$ cat src/rtl/rf_ctrl_pkg.sv
// Shared types and constants for the register-file write-port control slice.
package rf_ctrl_pkg;

  localparam int XLEN   = 32;
  localparam int REG_AW = 5;

  typedef logic [REG_AW-1:0] reg_addr_t;

  typedef enum logic {SRC_P, SRC_M} wb_src_e;

endpackage

$ cat src/rtl/rf_scoreboard.sv
// Pending-write scoreboard for long-latency destinations and the decode stall lookup.
module rf_scoreboard
  import rf_ctrl_pkg::*;
#(
  parameter int NREG = 32
) (
  input  logic      clk,
  input  logic      rst_n,
  input  logic      sb_set,
  input  reg_addr_t sb_rd,
  input  logic      clr_en,
  input  reg_addr_t clr_rd,
  input  reg_addr_t rs1,
  input  reg_addr_t rs2,
  output logic      stall
);

  logic [NREG-1:0] pend;
  logic [NREG-1:0] pend_nxt;

  // Clear is applied before set so a same-cycle re-issue keeps the register pending.
  always_comb begin
    pend_nxt = pend;
    if (clr_en) pend_nxt[clr_rd] = 1'b0;
    if (sb_set && (sb_rd != '0)) pend_nxt[sb_rd] = 1'b1;
    pend_nxt[0] = 1'b0;
  end

  always_ff @(posedge clk or negedge rst_n) begin
    if (!rst_n) pend <= '0;
    else        pend <= pend_nxt;
  end

  assign stall = pend[rs1] | pend[rs2];

endmodule

$ cat src/rtl/rf_wb_arbiter.sv
// Shares the register-file write port between pipeline writeback and the long-latency unit.
module rf_wb_arbiter
  import rf_ctrl_pkg::reg_addr_t;
  import rf_ctrl_pkg::wb_src_e;
  import rf_ctrl_pkg::SRC_P;
  import rf_ctrl_pkg::SRC_M;
#(
  parameter int XLEN         = 32,
  parameter int NREG         = 32,
  parameter int STARVE_LIMIT = 4
) (
  input  logic            clk,
  input  logic            rst_n,
  input  logic            p_valid,
  output logic            p_ready,
  input  reg_addr_t       p_rd,
  input  logic [XLEN-1:0] p_data,
  input  logic            m_valid,
  output logic            m_ready,
  input  reg_addr_t       m_rd,
  input  logic [XLEN-1:0] m_data,
  input  logic            sb_set,
  input  reg_addr_t       sb_rd,
  input  reg_addr_t       rs1,
  input  reg_addr_t       rs2,
  output logic            stall,
  output logic            rf_wen,
  output reg_addr_t       rf_rd,
  output logic [XLEN-1:0] rf_din
);

  localparam logic [3:0] LIMIT = 4'(STARVE_LIMIT);

  logic       [3:0] starve_cnt;
  logic       [3:0] starve_nxt;
  logic             starve_hit;
  logic             p_xfer;
  logic             m_xfer;
  wb_src_e          src_q;
  reg_addr_t        win_rd;
  logic [XLEN-1:0]  win_data;

  // Each ready depends only on the valids and the counter, never on the other ready.
  assign starve_hit = (starve_cnt == LIMIT);
  assign p_ready    = p_valid && !(m_valid && starve_hit);
  assign m_ready    = m_valid && (!p_valid || starve_hit);
  assign p_xfer     = p_valid && p_ready;
  assign m_xfer     = m_valid && m_ready;

  assign win_rd   = m_xfer ? m_rd   : p_rd;
  assign win_data = m_xfer ? m_data : p_data;

  always_comb begin
    starve_nxt = starve_cnt;
    if (!m_valid || m_xfer) starve_nxt = '0;
    else if (!starve_hit)   starve_nxt = starve_cnt + 4'd1;
  end

  always_ff @(posedge clk or negedge rst_n) begin
    if (!rst_n) starve_cnt <= '0;
    else        starve_cnt <= starve_nxt;
  end

  // Address and data hold when idle; only the enable drops.
  always_ff @(posedge clk or negedge rst_n) begin
    if (!rst_n) begin
      rf_wen <= 1'b0;
      rf_rd  <= '0;
      rf_din <= '0;
      src_q  <= SRC_P;
    end else if (p_xfer || m_xfer) begin
      rf_wen <= (win_rd != '0);
      rf_rd  <= win_rd;
      rf_din <= win_data;
      src_q  <= m_xfer ? SRC_M : SRC_P;
    end else begin
      rf_wen <= 1'b0;
    end
  end

  rf_scoreboard #(.NREG(NREG)) u_sb (
    .clk    (clk),
    .rst_n  (rst_n),
    .sb_set (sb_set),
    .sb_rd  (sb_rd),
    .clr_en (rf_wen && (src_q == SRC_M)),
    .clr_rd (rf_rd),
    .rs1    (rs1),
    .rs2    (rs2),
    .stall  (stall)
  );

endmodule

$ cat config.mk
export PLATFORM = sky130hd
export DESIGN_NAME = rf_wb_arbiter
export DESIGN_NICKNAME = d
export VERILOG_FILES = /design/src/rtl/rf_ctrl_pkg.sv /design/src/rtl/rf_scoreboard.sv /design/src/rtl/rf_wb_arbiter.sv
export SDC_FILE = /design/constraint.sdc
export NUM_CORES = 1
export LEC_CHECK = 0
export CAP_MARGIN = 10
export CORE_ASPECT_RATIO = 0.7
export CORE_MARGIN = 1.5
export CORE_UTILIZATION = 47
export CTS_BUF_LIST = sky130_fd_sc_hd__clkbuf_8
export DETAILED_ROUTE_END_ITERATION = 10
export PLACE_DENSITY = 0.83
export SETUP_SLACK_MARGIN = 0.3
export SLEW_MARGIN = 10
export SYNTH_ARGS = -nofsm -noshare
export SYNTH_HDL_FRONTEND = slang
export SYNTH_HIERARCHICAL = 1
export SYNTH_SLANG_ARGS = --single-unit
$ cat constraint.sdc
create_clock -name clk -period 2.17 [get_ports clk]
set_clock_uncertainty 0.1 [all_clocks]
set_input_delay 0.3255 -clock clk [delete_from_list [all_inputs] [get_ports clk]]
set_output_delay 0.3255 -clock clk [all_outputs]
set_load 0.1 [all_outputs]
==> impl_metrics.py <==
metrics = {
    "run_status": {
        "status": "complete, but fails checks",
        "violations": "negative setup slack",
    },
    "placed_design": {
        "dpl_cell_area_um2": 5330,
        "placedCellCount": 573,
        "portBuffers": 134,
        "finalWeightedCongestion": 0.965,
        "dp_slack_ns": -0.670,
        "dp_hpwl_um": 8960,
    },
    "floorplan": {
        "die_area_um2": 8790,
        "num_rows": 27,
        "start_util": 0.487,
        "core-area_um2": 7940,
        "die_y_um": 78.9,
        "die_x_um": 111,
        "ios": 135,
    },
    "grt": {
        "antenna_found_initial": 0,
        "grt_max_degree": 42,
        "grt_pass1_wl_um": 19100,
        "grt_pass1_vias": 3561,
        "grt-ovfl-total": 0,
        "grt_usage": 0.283,
    },
    "clock_network": {
        "cts_tree": "yes",
        "htreeDepth": 3,
        "cts_buffers": 9,
        "cts.reportedPaths.clkPinSlew_ns": 0.09,
        "cts_buffer_depth": 2,
        "root_buffer": "clkbuf_8",
        "cts.sinks": 74,
        "clk_latency_ns": 0.35,
    },
    "finish": {
        "post-route-util": 0.723,
        "nets": 589,
        "fin_cells": 599,
        "seq_area_um2": 1850,
        "layout_commonest_cell": "clkdlybuf4s50_1",
        "multi_input_area_um2": 1870,
        "nFillCells": 552,
        "final_cell_area_um2": 5740,
        "antenna-diode-count": 0,
        "area_growth_pct": 48.4,
        "drive_gt1_frac": 0.259,
        "layout_common_cells": "88 x clkdlybuf4s50_1, 72 x dfrtp_1, 64 x o21ai_0",
    },
    "sta": {
        "timing.final.ws_setup_ns": -0.442,
        "worstMarginPinSlew_ns": 0.622,
        "setup_tns_ns": -0.442,
        "whs_ns": 0.391,
        "final-hold-violation-count": 0,
        "period_share": 1.20,
        "rsz0062_at_grt": "yes",
        "fmax_mhz": 383,
        "relSlewSlack": 0.581,
        "final.min_clock_period_ns": 2.61,
        "drv_slew": 0,
        "setup_viol": 1,
    },
    "logic_synthesis": {
        "synth-edff-count": 0,
        "yosys_warnings": 6,
        "muxShareOfSynthArea": 0.114,
        "ys_types": 47,
        "synth_seq_cells": 74,
        "yosysSeqAreaShare": 0.479,
        "synth_area_leader_cell": "dfrtp_1",
        "synth-xor-area-share": 0.00453,
        "avgSynthCellArea_um2": 11.7,
        "synth_area_leaders": "dfrtp_1 48%, o21ai_0 8.3%, a221o_1 7.5%",
        "async_flop_share": 1.00,
        "synth_fa_ha_area_frac": 0.00647,
        "synth_compound_area_frac": 0.207,
        "syn_area_um2": 3870,
        "yosys.area_share.simple": 0.147,
        "synth_top_family_by_area": "compound AO/OA/AOI/OAI gates",
        "yosysTopAreaCellShare": 0.479,
        "synth_fp_nets": 426,
        "synthesis.instances": 330,
        "synth_flop_cell": "dfrtp_1",
    },
    "power": {
        "power_switching_mw": 1.83,
        "seq_power_share": 0.404,
        "power_density_nw_per_um2": 841,
        "vdd.ir_drop.worst_uv": 550,
        "internal_power_mw": 2.99,
        "total_leakage_power_nw": 2.34,
        "clock_power_share": 0.252,
        "swShare": 0.379,
        "finalPower_mw": 4.82,
        "comb_power_share": 0.344,
    },
    "run": {
        "cap_violations": 0,
    },
    "route": {
        "firstDrtPassIters": 5,
        "wl_um": 12600,
        "routedWlPerCell_um": 21.1,
        "vias": 3652,
        "detail-route-antenna-nets": 0,
        "dr.first_iter.drc_count": 310,
        "vias_per_cell": 6.10,
        "drc": 0,
    },
    "setup_path": {
        "end_kind": "output port",
        "worstPathRequired_ns": 1.74,
        "r2r_cells": 8,
        "critPathLaunchType": "flip-flop",
        "rrSetupSlack_ns": 0.35,
        "crit_fanout": 3,
        "cp_data_arrival_time_ns": 2.19,
        "setup.worst_path.class": "flip-flop to output port",
    },
    "min_path": {
        "hold_class": "input pin to asynchronous set/reset pin",
    },
}
layout make-up:
cell class                 instances  share of cell area
clock buffer                       9              0.0216
multi-input combinational        233               0.326
timing repair buffer             167               0.283
sequential                        74               0.323
tap                              101              0.0220
clock inverter                     7              0.0177
inverter                           8             0.00654
power by group through the flow:
stage	clock, mW	sequential, mW	combinational, mW
2_1_floorplan	0	2.29	0.596
3_3_place_gp	0	1.94	1.55
3_5_place_dp	0	1.94	1.59
4_1_cts	1.24	1.92	1.63
5_1_grt	1.31	1.96	1.75
6_report	1.21	1.95	1.66
worst max-delay path, cell delays in order (launching register included):
cell and delay (ns):
dfrtp_1 0.45, mux4_2 0.48, mux2_4 0.29, a311oi_2 0.24, nand4_1 0.18, buf_12 0.20
cell families (layout without fill, tap and decap cells):
group	Yosys count	in the layout
simple gates	91	91
flops	74	74
buf+inv	23	191
mux	24	24
xor+xnor	2	2
fa+ha+maj	2	2
compound gates	114	114
cells in the mapped netlist, types with 5 or more instances:
master    number
a221o_1       29
and2_1        34
buf_6          8
dfrtp_1       74
inv_1          7
mux2i_1        7
mux4_1         6
mux4_2         8
nand2_1       10
nand3_1        5
nand3b_1      12
nor2_1        11
o21ai_0       64
o221a_2        5
per-layer routing:
metal / track usage / up-vias / wire (um)
met3: 0.0840 / 26 / 1140
met4: 0.0759 / 0 / 208
met2: 0.416 / 183 / 5650
li1: - / 1609 / -
met1: 0.412 / 1834 / 5650
met5: 0 / - / 0
flip-flops by register name (all words and copies together), names as in the netlist:
register    count
starve_cnt      4
src_q           1
rf_din         32
rf_rd           5
u_sb/pend      31
rf_wen          1
worst paths after layout:
| check | startpoint | end |
|---|---|---|
| worst max-delay path | u_sb/pend[26] | stall |
| min in group clk | src_q | src_q |
| worst min-delay path | rst_n | u_sb/pend[28] |
| max in group asynchronous | rst_n | rf_rd[4] |
| worst min register to register | src_q | src_q |
| worst max register to register | starve_cnt[0] | rf_din[12] |
what timing repair did:
item,in CTS,in global routing
resized for setup,14,16
setup buffers,4,3
hold buffers,1,0
endpoints found under the hold margin,21,0
setup endpoints to repair,3,35
gates cloned,1,1
pin swaps,6,8
No activity file was read; power rests on OpenSTA's default activity.
